**config.mk**
```make
export PLATFORM = sky130hd
export DESIGN_NAME = tamagotchi_needs_engine
export DESIGN_NICKNAME = d
export VERILOG_FILES = /design/src/rtl/tamagotchi_needs_engine.sv
export SDC_FILE = /design/constraint.sdc
export NUM_CORES = 1
export LEC_CHECK = 0
export ABC_AREA = 1
export ABC_CLOCK_PERIOD_IN_PS = 6550
export CAP_MARGIN = 20
export CORE_ASPECT_RATIO = 1.1
export CORE_MARGIN = 2
export CORE_UTILIZATION = 45
export DETAILED_ROUTE_END_ITERATION = 10
export GPL_TIMING_DRIVEN = 0
export RECOVER_POWER = 100
export REMOVE_ABC_BUFFERS = 1
export SETUP_SLACK_MARGIN = 0.02
export SLEW_MARGIN = 20
export SYNTH_ARGS = -nofsm -noshare
export SYNTH_HDL_FRONTEND = slang
export SYNTH_SLANG_ARGS = --single-unit
```
**constraint.sdc**
```tcl
create_clock -name clk -period 6.55 [get_ports clk]
set_input_delay 1.965 -clock clk [delete_from_list [all_inputs] [get_ports clk]]
set_output_delay 1.965 -clock clk [all_outputs]
set_load 0.05 [all_outputs]
```
**src/rtl/tamagotchi_needs_engine.sv**
```systemverilog
// Multi-channel pet needs engine: per-channel decay, press-and-hold feeding,
// lowest-index request arbitration, and NORMAL/TEST/DEAD mode handling.
// All state changes are qualified by an external tick strobe.
module tamagotchi_needs_engine #(
  parameter int unsigned                  N_NEEDS     = 4,
  parameter int unsigned                  SEL_W       = 2,
  parameter int unsigned                  LVL_W       = 4,
  parameter int unsigned                  LVL_MIN     = 1,
  parameter int unsigned                  LVL_MAX     = 10,
  parameter int unsigned                  HAPPY_TH    = 5,
  parameter int unsigned                  DECAY_TICKS = 24,
  parameter logic [N_NEEDS*LVL_W-1:0]     INIT_LVL    = 16'h8888,
  parameter logic [8*N_NEEDS-1:0]         HOLD_TICKS  = 32'h06000C00,
  parameter int unsigned                  ENERGY_CH   = 1
) (
  input  logic                       clk,
  input  logic                       btn_reset,
  input  logic                       tick,
  input  logic [N_NEEDS-1:0]         req,
  input  logic                       test_toggle,
  output logic [N_NEEDS*LVL_W-1:0]   levels_out,
  output logic [SEL_W-1:0]           sel,
  output logic                       happy,
  output logic                       asleep,
  output logic                       dead,
  output logic                       test_active,
  output logic [N_NEEDS-1:0]         decay_ev
);

  typedef enum logic [1:0] {
    MODE_NORMAL,
    MODE_TEST,
    MODE_DEAD
  } mode_e;

  localparam logic [LVL_W-1:0] LMIN       = LVL_W'(LVL_MIN);
  localparam logic [LVL_W-1:0] LMAX       = LVL_W'(LVL_MAX);
  localparam logic [LVL_W-1:0] LHAPPY     = LVL_W'(HAPPY_TH);
  localparam logic [7:0]       DECAY_LAST = 8'(DECAY_TICKS - 1);

  mode_e                mode_q, mode_d;
  logic [LVL_W-1:0]     level_q     [N_NEEDS];
  logic [LVL_W-1:0]     level_d     [N_NEEDS];
  logic [7:0]           decay_cnt_q [N_NEEDS];
  logic [7:0]           decay_cnt_d [N_NEEDS];
  logic [7:0]           hold_cnt_q, hold_cnt_d;
  logic [SEL_W-1:0]     sel_q, sel_d;
  logic                 test_pend_q, test_pend_d;
  logic [N_NEEDS-1:0]   decay_ev_q, decay_ev_d;

  logic                 win_valid;
  logic [SEL_W-1:0]     win_idx;
  logic [7:0]           hold_th;
  logic                 all_min;
  logic                 feed;
  logic [LVL_W-1:0]     sel_level;

  // Arbitration: lowest-index active request wins; also looks up its hold time
  always_comb begin
    win_valid = 1'b0;
    win_idx   = '0;
    hold_th   = '0;
    all_min   = 1'b1;
    sel_level = '0;
    for (int unsigned i = 0; i < N_NEEDS; i++) begin
      if (req[i] && !win_valid) begin
        win_valid = 1'b1;
        win_idx   = SEL_W'(i);
        hold_th   = HOLD_TICKS[8*i +: 8];
      end
      if (level_q[i] != LMIN) all_min = 1'b0;
      if (sel_q == SEL_W'(i)) sel_level = level_q[i];
    end
  end

  // Next-state: mode change first, then death check, then feed and decay
  always_comb begin
    mode_d      = mode_q;
    level_d     = level_q;
    decay_cnt_d = decay_cnt_q;
    hold_cnt_d  = hold_cnt_q;
    sel_d       = sel_q;
    test_pend_d = test_pend_q | test_toggle;
    decay_ev_d  = '0;
    feed        = 1'b0;
    if (tick) begin
      if (test_pend_q) begin
        // A toggle arriving on the consuming tick stays pending for the next one
        test_pend_d = test_toggle;
        hold_cnt_d  = '0;
        for (int unsigned i = 0; i < N_NEEDS; i++) begin
          decay_cnt_d[i] = '0;
          level_d[i]     = (mode_q == MODE_TEST) ? INIT_LVL[LVL_W*i +: LVL_W] : LMIN;
        end
        mode_d = (mode_q == MODE_TEST) ? MODE_NORMAL : MODE_TEST;
      end else if (mode_q == MODE_DEAD) begin
        mode_d = MODE_DEAD;
      end else if (mode_q == MODE_NORMAL && all_min) begin
        mode_d = MODE_DEAD;
      end else begin
        if (win_valid) begin
          sel_d = win_idx;
          if (win_idx != sel_q) begin
            hold_cnt_d = '0;
          end else if (hold_cnt_q >= hold_th) begin
            feed       = 1'b1;
            hold_cnt_d = '0;
          end else if (hold_cnt_q != 8'hFF) begin
            hold_cnt_d = hold_cnt_q + 8'd1;
          end
        end else begin
          hold_cnt_d = '0;
        end
        for (int unsigned i = 0; i < N_NEEDS; i++) begin
          if (win_valid && win_idx == SEL_W'(i)) begin
            if (feed) begin
              if (mode_q == MODE_TEST)
                level_d[i] = (level_q[i] == LMIN) ? LMAX : LMIN;
              else if (level_q[i] < LMAX)
                level_d[i] = level_q[i] + LVL_W'(1);
            end
          end else if (mode_q == MODE_NORMAL) begin
            if (level_q[i] <= LMIN) begin
              decay_cnt_d[i] = '0;
            end else if (decay_cnt_q[i] >= DECAY_LAST) begin
              decay_cnt_d[i] = '0;
              level_d[i]     = level_q[i] - LVL_W'(1);
              decay_ev_d[i]  = 1'b1;
            end else if (decay_cnt_q[i] != 8'hFF) begin
              decay_cnt_d[i] = decay_cnt_q[i] + 8'd1;
            end
          end
        end
      end
    end
  end

  // State registers with synchronous reset
  always_ff @(posedge clk) begin
    if (btn_reset) begin
      mode_q      <= MODE_NORMAL;
      hold_cnt_q  <= '0;
      sel_q       <= '0;
      test_pend_q <= 1'b0;
      decay_ev_q  <= '0;
      for (int unsigned i = 0; i < N_NEEDS; i++) begin
        level_q[i]     <= INIT_LVL[LVL_W*i +: LVL_W];
        decay_cnt_q[i] <= '0;
      end
    end else begin
      mode_q      <= mode_d;
      hold_cnt_q  <= hold_cnt_d;
      sel_q       <= sel_d;
      test_pend_q <= test_pend_d;
      decay_ev_q  <= decay_ev_d;
      level_q     <= level_d;
      decay_cnt_q <= decay_cnt_d;
    end
  end

  // Output packing and status flags
  always_comb begin
    for (int unsigned i = 0; i < N_NEEDS; i++)
      levels_out[LVL_W*i +: LVL_W] = level_q[i];
  end

  assign sel         = sel_q;
  assign happy       = (sel_level >= LHAPPY);
  assign asleep      = (mode_q == MODE_NORMAL) && win_valid && (win_idx == SEL_W'(ENERGY_CH));
  assign dead        = (mode_q == MODE_DEAD);
  assign test_active = (mode_q == MODE_TEST);
  assign decay_ev    = decay_ev_q;

endmodule

```
======== Word level (Yosys, flattened, before mapping) ========
Index checks and enable logic that the tools add are counted.
operators by class
  add/sub/neg operators ................... 13
  $lt $le $gt $ge ......................... 14
  eq/ne operators ......................... 41
  muxes and demuxes ....................... 101
  bitwise operators ....................... 6
  reductions and logical operators ........ 45
operators by type and width
  cell                                                                   number
  8-bit two-way mux                                                      29
  4-bit two-way mux                                                      38
  32-bit two-way mux                                                     3
  16-bit two-way mux                                                     3
  8-bit by 1-bit adder with 8-bit output, second input constant          5
  8-bit != test, second input constant                                   5
  8-bit by 5-bit >= comparator with 1-bit output, second input constant  4
  8-bit AND reduction                                                    4
  8-bit OR reduction                                                     4
  3-bit nonzero test                                                     9
  3-bit != test, second input constant                                   8
  6-bit AND reduction                                                    4
  1-bit two-way mux                                                      23
  4-bit by 1-bit adder with 4-bit output, second input constant          4
  4-bit by 1-bit equality test with 1-bit output, second input constant  4
  4-bit by 1-bit <= comparator with 1-bit output, second input constant  4
  4-bit < comparator, second input constant                              4
  4-bit by 1-bit != test with 1-bit output, second input constant        4
  4-bit by 3-bit != test with 1-bit output, second input constant        4
  4-bit nonzero test                                                     4
  4-bit by 1-bit subtractor with 4-bit output, second input constant     4
  2-bit equality test, second input constant                             5
  1-bit logical AND                                                      10
  2-bit two-way mux                                                      5
  15 further kinds                                                       29
storage, ports and cells
  bits in registers ....................... 65
  bits of input ports ..................... 8

======== Logic depth before layout (Yosys ltp) ========
Gate-level depths: netlist of the first run.
  depth after elaboration ................. 23
  mapped depth ............................ 19
  depth with buffers taken out ............ 19

======== Least setup slack after synthesis of the first run ========
No wires, ideal clock.
  path kind ............................... input to output
  start point ............................. input port req[0]
  end point ............................... output port asleep
  data arrival time ....................... 2.798 ns
  data required time ...................... 4.585 ns
  slack ................................... 1.787 ns
  stages on the path ...................... 3
  cells stage by stage .................... inv_2 > nand2_4 > nor2_1
on the way
  word-level cells in the longest chain between the ends .. 12
  elaborated cells between the ends (all ways) .. 16
  classes of those cells .................. 1 x eq/ne; 7 x mux; 8 x reduce/logical
RTL lines
  element                                                                                     RTL line  source
  from (decl)                                                                                 19        input logic [N_NEEDS-1:0] req,
  1-bit two-way mux (*)                                                                       66        if (req[i] && !win_valid) begin
  1-bit zero test                                                                             66
  1-bit logical AND                                                                           66
  1-bit two-way mux                                                                           66
  1-bit zero test                                                                             66
  1-bit logical AND                                                                           66
  1-bit two-way mux                                                                           66
  1-bit zero test                                                                             66
  1-bit logical AND                                                                           66
  2-bit two-way mux / 1-bit two-way mux (equally long branches)                               66
  2-bit by 1-bit equality test with 1-bit output / 1-bit logical AND (equally long branches)  169       assign asleep = (mode_q == MODE_NORMAL) && win_valid && (win_idx == SEL_W'(ENERGY_CH));
  1-bit logical AND (*)                                                                       169
  to (decl)                                                                                   24        output logic asleep,
Every way passes the cells marked *; elsewhere a longest branch is shown, timed or not.

======== Final worst setup path of the first run ========
Same ends and word-level chain as after synthesis.

==> results.txt, run 1 <==
Summed over its instances, the top area cell type makes up 32.4% of the synthesized netlist area. During I/O placement, the number of pins put on the boundary was 34. The maximum net fanout on the critical path came out at 8. In this run the critical register-to-register path is launched from test_pend_q. In this run, post-CTS hold repair placed 0 buffers. The flow ran to the end, and the final reports show no timing, DRC or antenna violations. The flip-flop and latch count after synthesis is 65.

Entering global routing, the biggest net connects 27 pins. After synthesis, the largest family of logic cells by area is simple AND/OR/NAND/NOR gates. The per-cell routed wire length is 13.6 um. After Yosys synthesis, XOR and XNOR cells account for 3.05% of the synthesized area. The post-CTS resize count is 0. The worst setup path startpoint is req[0]. The instance area after placement is 4400 um2. The sum of routed wire length over all layers came out at 9960 um. The clock root buffer is sky130_fd_sc_hd__clkbuf_8. The overall die height is 103 um. The biggest area contributor in the post-synthesis netlist is sky130_fd_sc_hd__dfxtp_1. The first-pass iteration count of the detailed router is 4.

The number of sinks handled by clock tree synthesis is 65. The number of cell rows is 36. The CTS tree is done. Following the worst setup path forward leads to its endpoint at asleep. The area of the core region came out at 8780 um2. The met3 wire length is 444 um. The clock transition at the registers of the reported paths is 60 ps. After routing, the total negative slack on setup checks comes to 0 ps. In this run the tightest slew margin relative to its limit is 2.57%.

The fraction of layout cells with a size suffix above 1 is 6.47%. The buffer count from post-CTS setup fixing came out at 0. The count of flip-flops with a built-in enable after synthesis came out at 0. For this design, the slowest cell found on the critical path is sky130_fd_sc_hd__dlygate4sd3_1. The arrival time reported for the critical path endpoint is 4010 ps. The worst hold path belongs to the class register to register.

The required time of the worst setup path is 4590 ps. The adder and majority cell fraction of the synthesized area came out at 6.22%. By instance count, the leading cell after synthesis is sky130_fd_sc_hd__nand2_1. The signal on the critical path passes through dlygate4sd3_1, inv_1, nand2_4, nor2_1, dlygate4sd3_1.

The initial antenna violation count came out at 0. The power per standard cell area is 234 nW/um2. The endpoint class of the critical path is an output port. For the finished layout, the period the worst path requires is 5980 ps. The destination of the worst register-to-register timing path is decay_cnt_q[18]. The overall die width came out at 94.1 um. The average size of a mapped cell came out at 6.87 um2. The max-slew violation total from the final report is 0. The number of antenna cells inserted is 0. The fraction of synthesis flops using an asynchronous set or reset pin is 0%. Detailed routing inserted a total of 3819 vias. The number of port buffers came out at 33.

The category of the worst setup path launch point is a primary input. In the final routing, the length of wire on met1 measures 4650 um. Setup violations remaining at the end of the flow were counted as 0.

Ranked by instance count, the synthesized netlist is headed by sky130_fd_sc_hd__nand2_1 (110), sky130_fd_sc_hd__nor2_1 (78), sky130_fd_sc_hd__dfxtp_1 (65), sky130_fd_sc_hd__inv_1 (64), sky130_fd_sc_hd__nand3_1 (46). The cell area after layout came out at 4520 um2. The number of global-route vias before repair came to 3625. The max-cap check violation count is 0.

Using the TritonRoute via totals, the vias-per-cell ratio works out to 5.22. The number of warnings printed during yosys synthesis came out at 0. Setup repair after global routing left no endpoint under its margin.

The clock latency of the later-clocked register in the worst-skew pair is 360 ps. The initial cell density of the core came out at 45.8%. The post-route fraction of the period consumed by the critical path is 91.3%. The sequential fraction of the synthesis area came out at 32.4%. In this run the top signal layer used is met4. The clock buffer count from CTS came out at 9.

The final-report hold violation count came out at 0. The overall die area came out at 9710 um2. The global-route wire length before repair is 16700 um. The number of different library cells in the post-synthesis netlist is 50. The buffer levels on the longest clock path came out at 2. The overall overflow remaining after global route came out at 0. For this run, the total global-route usage over all layers was measured as 21.9%. The number of cells on the worst reg-to-reg path is 7. The synthesized-area fraction occupied by and/or/nand/nor cells came out at 35.2%. The register-to-register path setup slack is 3250 ps. The detailed placer's ending HPWL came out at 7130 um.

The instance count of the mapped netlist came out at 585. In the routed design, unresolved DRC markers number 0. The largest single stage delay on the critical path is 890 ps. The count of routing violations after the opening detailed-route iteration is 160. For this run, the post-layout net count is 641. The leakage component of the power is 1.99 nW. The fraction of the mapped netlist area in compound gates came out at 13.8%. The post-detailed-route count of antenna-violating nets came out at 0. The worst-case IR drop observed on VDD is 0.101 mV. By area the synthesized netlist is led by sky130_fd_sc_hd__dfxtp_1 (32%), sky130_fd_sc_hd__nand2_1 (10%), sky130_fd_sc_hd__nor2_1 (7.3%). In the synthesized netlist the dominant register cell turns out to be sky130_fd_sc_hd__dfxtp_1. The routed length on met2 came out at 4680 um. The slew at the pin with the worst max-slew slack came out at 1460 ps. Of the post-synthesis cell area, the part taken by muxes is 0.249%. The area growth from synthesis to layout came out at 12.5%.

The highest achievable clock rate came out at 167 MHz. The setup skew after layout came out at 9.41 ps. Counting stages on the worst path, the most repeated cell is sky130_fd_sc_hd__dlygate4sd3_1. The congestion estimate from routability-driven global placement came to 0.906. The cell area after synthesis is 4020 um2.

By startpoint and endpoint, the worst setup path is classified as primary input to output port. The H-tree was split into 3 levels.
cells in the final DEF, fill, tap and decap left out, types with 10 or more instances in the layout:
cell type	instances
sky130_fd_sc_hd__nand2_1	119
sky130_fd_sc_hd__nor2_1	79
sky130_fd_sc_hd__inv_1	67
sky130_fd_sc_hd__dfxtp_1	65
sky130_fd_sc_hd__nand3_1	48
sky130_fd_sc_hd__a21oi_1	39
sky130_fd_sc_hd__o21ai_0	38
sky130_fd_sc_hd__dlygate4sd3_1	28
sky130_fd_sc_hd__ha_1	20
sky130_fd_sc_hd__nor3_1	17
sky130_fd_sc_hd__clkbuf_8	12
sky130_fd_sc_hd__nand4_1	10
power breakdown:
| group | total [W] | switching [W] | internal, W |
|---|---|---|---|
| sequential | 0.000439 | 0.0000272 | 0.000412 |
| combinational | 0.000249 | 0.000169 | 0.0000798 |
| clock | 0.000368 | 0.000162 | 0.000206 |
layer usage:
layer,track usage [%],vias up
met5,0,-
met4,8.47,0
met3,5.99,15
met2,36.2,96
met1,27.3,1728
li1,-,1980
through the flow:
stage / cells / power (W) / hold WS, ps / setup WS [ps] / util [%]
6_report: 732 / 0.00106 / 441 / 572 / 51.5
3_5_place_dp: 716 / 0.000710 / 429 / 719 / 50.1
3_3_place_gp: 716 / 0.000706 / 427 / 689 / 50.1
2_1_floorplan: 569 / 0.000633 / 419 / 1790 / -
5_1_grt: 732 / 0.00111 / 454 / 507 / 51.5
4_1_cts: 732 / 0.00108 / 441 / 708 / 52.6
final cells by class:
type	count	area, um2
Sequential cell	65	1300
Clock inverter	4	50.0
Multi-Input combinational cell	431	2260
Fill cell	916	4260
Timing Repair Buffer	33	330
Inverter	73	274
Clock buffer	12	165
Tap cell	114	143
critical path: cells and delay by family:
kind | cells | cell delay (ps)
AND/OR/NAND/NOR | 2 | 280
buffers and inverters | 3 | 1760
registers in the layout (all words and copies together) (netlist names):
signal / cells
decay_ev: 4
levels_out: 16
hold_cnt_q: 8
sel: 2
mode_q: 2
test_pend_q: 1
decay_cnt_q: 32
kinds of logic (layout without fill, tap and decap cells):
| group | after synthesis | after routing |
|---|---|---|
| compound gates | 97 | 97 |
| mux | 1 | 1 |
| buf+inv | 89 | 122 |
| flops | 65 | 65 |
| simple gates | 299 | 299 |
| fa+ha+maj | 20 | 20 |
| xor+xnor | 14 | 14 |
worst min-delay path by stage:
stage / cells past startpoint / end / startpoint
6_report: 2 / decay_cnt_q[21] / decay_cnt_q[21]
4_1_cts: 2 / decay_cnt_q[23] / decay_cnt_q[23]
3_3_place_gp: 2 / decay_cnt_q[7] / decay_cnt_q[7]
2_1_floorplan: 2 / decay_cnt_q[23] / decay_cnt_q[23]
3_5_place_dp: 2 / decay_cnt_q[23] / decay_cnt_q[23]
5_1_grt: 2 / decay_cnt_q[15] / decay_cnt_q[15]
No activity file was read; power rests on OpenSTA's default activity.
==> run 2, diff against run 1 <==
--- a/config.mk
+++ b/config.mk
@@ -12,7 +12,6 @@
 export CORE_MARGIN = 2
 export CORE_UTILIZATION = 45
 export DETAILED_ROUTE_END_ITERATION = 10
-export GPL_TIMING_DRIVEN = 0
 export RECOVER_POWER = 100
 export REMOVE_ABC_BUFFERS = 1
 export SETUP_SLACK_MARGIN = 0.02
==> run 2 against run 1 <==
Effect of this change: critical path depth unchanged; combinational power about the same; cell area increased by 0.36%; sequential power about the same; global-route usage increased by 1.0 points; core utilization increased by 0.19 points; critical endpoint unchanged; highest routed layer unchanged.
==> results.txt, run 2 (synthesis gave the netlist of run 1 again) <==
The run finished with clean final reports. In the layout the commonest cells are sky130_fd_sc_hd__nand2_1 (119), sky130_fd_sc_hd__nor2_1 (79), sky130_fd_sc_hd__inv_1 (67). The max-slew violation total from the final report is 0 (unchanged). In this design, the critical path's most frequently occurring cell is sky130_fd_sc_hd__dlygate4sd3_1. STA classifies the critical path endpoint as an output port. The setup skew after layout is 7.66 ps (-1.76 ps). The count of routing violations after the opening detailed-route iteration is 165 (+3.1%). The maximum net fanout on the critical path came out at 8 (unchanged). The I/O pin count is 34 (unchanged). The number of hold buffers added after CTS is 0 (unchanged). The global-route wire length before repair came out at 17400 um (+4.4%). The proportion of total power due to net switching came to 33.6% (-0.31 points). The aggregate global-route resource usage is 22.9% (+1.0 points). The number of H-tree levels is 3 (unchanged). The number of nets in the final layout is 644 (+0.47%). The required time of the worst setup path was 4590 ps (about the same). The post-detailed-route count of antenna-violating nets came out at 0 (unchanged). TritonCTS built the clock tree. The end point of the most critical hold path is decay_cnt_q[15]. The register-to-register path setup slack came to 3270 ps (+20 ps). The worst setup path is of the primary input to output port kind.

The routability-driven placement congestion ratio was 0.860 (-5.1%). The buffer count from post-CTS setup fixing is 0 (unchanged). The count of vias placed by the detailed router came to 3889 (+1.8%). The buffer levels on the longest clock path was 2 (unchanged). The initial cell density of the core is 45.8% (unchanged). The number of antenna cells inserted is 0 (unchanged). The met2 capacity usage during global routing came out at 37.5% (+1.3 points). The via count normalized by instance count came out at 5.29 (+1.4%).

The number of port buffers came out at 33 (unchanged). The combinational share of power is 23.3% (-0.3 points). The met3 demand-to-capacity share in global routing is 5.19% (-0.80 points). The overall die area is 9710 um2 (unchanged).

The cell count of the worst hold path is 2 (unchanged). The flip-flop count of the largest register, all copies and words added was 32 (unchanged). The overall die width came out at 94.1 um (unchanged). The post-route core utilization came out at 51.7% (+0.19 points).

Setup repair after global routing left no endpoint under its margin. The per-cell routed wire length was 14.1 um (+3.6%). The shortest clock period the worst path allows after layout came out at 5910 ps (-66.9 ps). The clock transition at the registers of the reported paths is 70 ps (about the same).

The max-cap check violation count came out at 0 (unchanged). The peak supply drop is 0.120 mV (+19%). The fraction of layout cells with a size suffix above 1 is 6.28% (-0.19 points).

The library cell contributing the largest single delay on the critical path is sky130_fd_sc_hd__dlygate4sd3_1. The final-report hold violation count is 0 (unchanged). The sum of negative setup slack came out at 0 ps (unchanged). The maximum number of pins on one net before global-route repair is 24 (-11%). The number of sinks handled by clock tree synthesis came out at 65 (unchanged). The area of the core region came out at 8780 um2 (unchanged). The register with the most flip-flops in the final layout is decay_cnt_q. The fraction of met1 tracks used by global routing is 29.6% (+2.3 points). The arrival time reported for the critical path endpoint is 3950 ps (-60 ps). The first-pass iteration count of the detailed router was 5 (+1). The number of cell rows is 36 (unchanged). The detailed placer's ending HPWL is 7520 um (+5.5%). The length in cells of the worst reg-to-reg path is 7 (unchanged). In this run the most critical hold path is launched from decay_cnt_q[15]. The sum of routed wire length over all layers is 10400 um (+4.0%).

The post-route fraction of the period consumed by the critical path is 90.2% (-1.0 points). Leaving out fill and tap cells, the most frequent cell in the layout is sky130_fd_sc_hd__nand2_1. The slew at the pin with the worst max-slew slack came to 1250 ps (-205 ps).

The leakage component of the power came out at 2.01 nW (+0.97%). Walking the worst path, the cells encountered are dlygate4sd3_1, inv_1, nand2_4, nor2_1, dlygate4sd3_1. The initial antenna violation count is 0 (unchanged). The overall die height came to 103 um (unchanged). The share of total power in sequential cells came out at 40.7% (-0.9 points). After global routing, the most crowded layer is met2. The clock buffer count from CTS is 9 (unchanged).

The net switching power came out at 0.000363 W (+1.3%). The final routed DRC violation total was 0 (unchanged). The number of fillers in the final layout came out at 975 (+6.4%). STA classifies the critical path startpoint as a primary input. The internal power contribution was 0.000716 W (+2.7%).

The share of power burned in the clock network came out at 36.0% (+1.1 points). The worst max-slew margin expressed relative to the limit is 16.6% (+14 points). The origin of the critical flop-to-flop path is test_pend_q. The overall overflow remaining after global route is 0 (unchanged).

The post-CTS resize count came out at 0 (unchanged). The worst register-to-register path ends at decay_cnt_q[19]. The number of global-route vias before repair came out at 3751 (+3.5%).

The final number of setup-violating endpoints was 0 (unchanged). The class of the most critical hold timing path is register to register. The highest achievable clock rate is 169 MHz (+1.1%). The clock root buffer is sky130_fd_sc_hd__clkbuf_8. The power per standard cell area came out at 238 nW/um2 (+1.8%). The clock latency of the later-clocked register in the worst-skew pair is 360 ps (about the same). From synthesis to final layout, the design area changed by 12.9%. The stage delay of the slowest cell on the critical path came out at 880 ps (about the same).
[run 2: final cells by class]
type / instances / area [um2] / area share, %
multi-input combinational: 431 / 2250 / 49.7
sequential: 65 / 1300 / 28.7
timing repair buffer: 36 / 345 / 7.61
inverter: 73 / 274 / 6.04
tap: 114 / 143 / 3.14
clock buffer: 11 / 141 / 3.12
clock inverter: 5 / 78.8 / 1.74
[run 2: per-stage QoR]
step / hold WS [ps] / worst slack [ps] / power (W) / instance area [um2] / std cells
floorplan: 419 / 1790 / 0.000633 / 3930 / 569
global placement: 426 / 847 / 0.000711 / 4420 / 719
detailed placement: 430 / 810 / 0.000713 / 4420 / 719
CTS: 441 / 798 / 0.00110 / 4640 / 735
global route: 454 / 565 / 0.00114 / 4540 / 735
finish: 438 / 639 / 0.00108 / 4540 / 735
[run 2: how the worst max path moves through the flow]
stage | to | cells after the start | startpoint | slack [ps]
2_1_floorplan | asleep | 3 | req[0] | 1790
3_3_place_gp | asleep | 5 | req[0] | 850
3_5_place_dp | asleep | 5 | req[0] | 810
4_1_cts | asleep | 5 | req[0] | 800
5_1_grt | asleep | 5 | req[0] | 560
6_report | asleep | 5 | req[0] | 640
[run 2: worst max-delay path, delay by kind of cell]
kind	cells	cell delay, ps
buf+inv	3	1710
simple gates	2	260
[run 2: power by group through the flow]
stage | Clock (W) | Combinational [W] | Sequential (W)
after floorplan | 0 | 0.000159 | 0.000474
after global placement | 0 | 0.000263 | 0.000448
after detailed placement | 0 | 0.000264 | 0.000449
after CTS | 0.000397 | 0.000266 | 0.000440
after global routing | 0.000415 | 0.000281 | 0.000443
final | 0.000388 | 0.000251 | 0.000439
[run 2: routing by layer]
layer	share of wire [%]	vias to the layer above
met4	1.9	0
met1	47	1790
met3	5.2	14
met5	0	-
li1	-	1982
met2	46	103
==> run 3, diff against run 2 <==
--- a/config.mk
+++ b/config.mk
@@ -6,12 +6,11 @@
 export NUM_CORES = 1
 export LEC_CHECK = 0
 export ABC_AREA = 1
-export ABC_CLOCK_PERIOD_IN_PS = 6550
 export CAP_MARGIN = 20
 export CORE_ASPECT_RATIO = 1.1
-export CORE_MARGIN = 2
 export CORE_UTILIZATION = 45
 export DETAILED_ROUTE_END_ITERATION = 10
+export GPL_ROUTABILITY_DRIVEN = 0
 export RECOVER_POWER = 100
 export REMOVE_ABC_BUFFERS = 1
 export SETUP_SLACK_MARGIN = 0.02
==> run 3 against run 2 <==
Effect of this change: combinational power is essentially flat; hold slack gained 4.4 ps; cell count shrank 0.54%; sequential share of layout area is essentially flat; count of clock-buffer cells in the layout is the same; clock skew grew 3.0 ps; via count shrank 1.3%; largest cell class unchanged.
==> results.txt, run 3 (synthesis gave the netlist of run 1 again) <==
The worst max-slew margin expressed relative to the limit is 18.3% (+1.7 points). The number of cell rows was 35 (-2.8%). The final cell count without fillers came out at 731 (-0.54%). The highest achievable clock rate was 169 MHz (about the same). The initial cell density of the core is 47.1% (+1.3 points). The post-CTS resize count is 0 (unchanged). The number of H-tree levels came out at 3 (unchanged). The post-detailed-route count of antenna-violating nets was 0 (unchanged). The slew at the pin with the worst max-slew slack came to 1230 ps (-25.3 ps). The leakage component of the power is 2.01 nW (about the same). The global-route wire length before repair was 16900 um (-2.7%). The number of hold buffers added after CTS is 0 (unchanged). The final-report hold violation count was 0 (unchanged). The count of vias placed by the detailed router came out at 3839 (-1.3%). The per-cell routed wire length is 13.6 um (-3.8%).

The clock root buffer is sky130_fd_sc_hd__clkbuf_8. The post-route core utilization is 53.1% (+1.4 points). The shortest clock period the worst path allows after layout came to 5910 ps (-0.104 ps).

The maximum number of pins on one net before global-route repair is 27 (+13%). Ranked by flip-flop count, first place goes to decay_cnt_q. The aggregate global-route resource usage came to 22.8% (-0.083 points). The area of the core region came out at 8540 um2 (-2.8%). The I/O pin count came out at 34 (unchanged).

Setup repair after global routing left no endpoint under its margin. The max-slew violation total from the final report is 0 (unchanged). The number of sinks handled by clock tree synthesis is 65 (unchanged).

In this run the critical register-to-register path is captured at decay_cnt_q[19]. The flip-flop count of the largest register, all copies and words added is 32 (unchanged). In this run the worst setup path terminates at asleep. The peak supply drop is 0.109 mV (-9.7%).

In this run the worst hold path is classified as register to register. The number of nets in the final layout came out at 643 (-0.16%). The setup skew after layout was 10.7 ps (+3.01 ps). The required time of the worst setup path came out at 4590 ps (about the same).

The cell area after layout was 4530 um2 (-0.17%). In the layout the commonest cells are sky130_fd_sc_hd__nand2_1 (119), sky130_fd_sc_hd__nor2_1 (79), sky130_fd_sc_hd__inv_1 (67). STA classifies the critical path startpoint as a primary input. The overall overflow remaining after global route came out at 0 (unchanged). The worst setup path startpoint is req[0]. The buffer levels on the longest clock path was 2 (unchanged).

The count of routing violations after the opening detailed-route iteration is 119 (-28%). The worst setup path is captured at an output port. The buffer count from post-CTS setup fixing came out at 0 (unchanged). The clock transition at the registers of the reported paths is 70 ps (about the same).

The length in cells of the worst reg-to-reg path came out at 7 (unchanged). The instance area after placement came to 4410 um2 (-0.25%). The register-to-register path setup slack came out at 3230 ps (-40 ps). The cell count after placement came out at 715 (-0.56%).

The overall die area is 9320 um2 (-4.0%). The worst setup path is of the primary input to output port kind. The power per standard cell area was 237 nW/um2 (-0.18%). The sum of negative setup slack came out at 0 ps (unchanged). The flow ran to the end, and the final reports show no timing, DRC or antenna violations. Relative to the synthesized area, the layout overhead comes to 12.7%. The overall die height is 101 um (-1.9%). The sum of routed wire length over all layers is 9910 um (-4.3%). The CTS tree is done. The number of global-route vias before repair is 3602 (-4.0%).

The final routed DRC violation total came out at 0 (unchanged). The via count normalized by instance count is 5.25 (-0.75%). The maximum net fanout on the critical path came out at 8 (unchanged). The number of fillers in the final layout was 883 (-9.4%). The arrival time reported for the critical path endpoint came out at 3950 ps (about the same). The number of port buffers is 33 (unchanged). The fraction of layout cells with a size suffix above 1 came out at 6.29% (+0.010 points). The clock buffer count from CTS came out at 9 (unchanged). The origin of the critical flop-to-flop path is test_pend_q.

The library cell used most frequently in the layout, excluding fill and tap cells, is sky130_fd_sc_hd__nand2_1. The overall die width is 92.1 um (-2.1%). The final worst-path setup slack is 639 ps (+0.104 ps). The max-cap check violation count came to 0 (unchanged).

The number of antenna cells inserted came out at 0 (unchanged). The first-pass iteration count of the detailed router is 5 (unchanged). The initial antenna violation count came to 0 (unchanged). The pre-CTS worst setup slack is 802 ps (-8.41 ps).

The final number of setup-violating endpoints is 0 (unchanged). The detailed placer's ending HPWL was 7160 um (-4.8%). The post-route fraction of the period consumed by the critical path is 90.2% (about the same).

The clock latency of the later-clocked register in the worst-skew pair came out at 350 ps (about the same).
==> run 3: cell count changes in the layout (fill, tap and decap cells not counted) <==
| cell | before | now |
|---|---|---|
| sky130_fd_sc_hd__clkbuf_1 | 3 | 2 |
==> run 3: layout make-up <==
cell class | count | area [um2] | area share (%)
clock buffers | 11 | 141 | 3.12
clock inverters | 5 | 78.8 | 1.74
inverters | 73 | 274 | 6.05
multi-input cells | 431 | 2250 | 49.8
flip-flops and latches | 65 | 1300 | 28.7
well taps | 111 | 139 | 3.07
repair buffers | 35 | 342 | 7.54
==> run 3: metal layers <==
layer  wire [um]  vias up  track usage, %
met4         136        0            9.50
met1        4700     1749            29.9
met3         496       14            4.05
li1            -     1983               -
met5           0        -               0
met2        4570       93            37.1
==> run 3: worst min path at each step <==
| stage | startpoint | endpoint | slack (ps) | cells after the start |
|---|---|---|---|---|
| 4_1_cts | decay_cnt_q[23] | decay_cnt_q[23] | 440 | 2 |
| 3_5_place_dp | decay_cnt_q[23] | decay_cnt_q[23] | 430 | 2 |
| 6_report | decay_cnt_q[22] | decay_cnt_q[22] | 440 | 2 |
| 3_3_place_gp | decay_cnt_q[7] | decay_cnt_q[7] | 430 | 2 |
| 2_1_floorplan | decay_cnt_q[23] | decay_cnt_q[23] | 420 | 2 |
| 5_1_grt | decay_cnt_q[14] | decay_cnt_q[14] | 470 | 2 |
==> run 3: stage by stage <==
step | hold slack [ps] | power, W
finish | 443 | 0.00108
global route | 469 | 0.00114
global placement | 427 | 0.000709
CTS | 444 | 0.00110
floorplan | 419 | 0.000633
detailed placement | 433 | 0.000712
==> run 3: where the power goes <==
group | internal (W) | switching, W | total, W
registers | 0.000412 | 0.0000272 | 0.000439
clock network | 0.000224 | 0.000162 | 0.000387
logic | 0.0000801 | 0.000170 | 0.000250
==> run 3: critical path, stage by stage <==
cell	delay (ps)
sky130_fd_sc_hd__dlygate4sd3_1	620
sky130_fd_sc_hd__inv_1	220
sky130_fd_sc_hd__nand2_4	120
sky130_fd_sc_hd__nor2_1	140
sky130_fd_sc_hd__dlygate4sd3_1	880
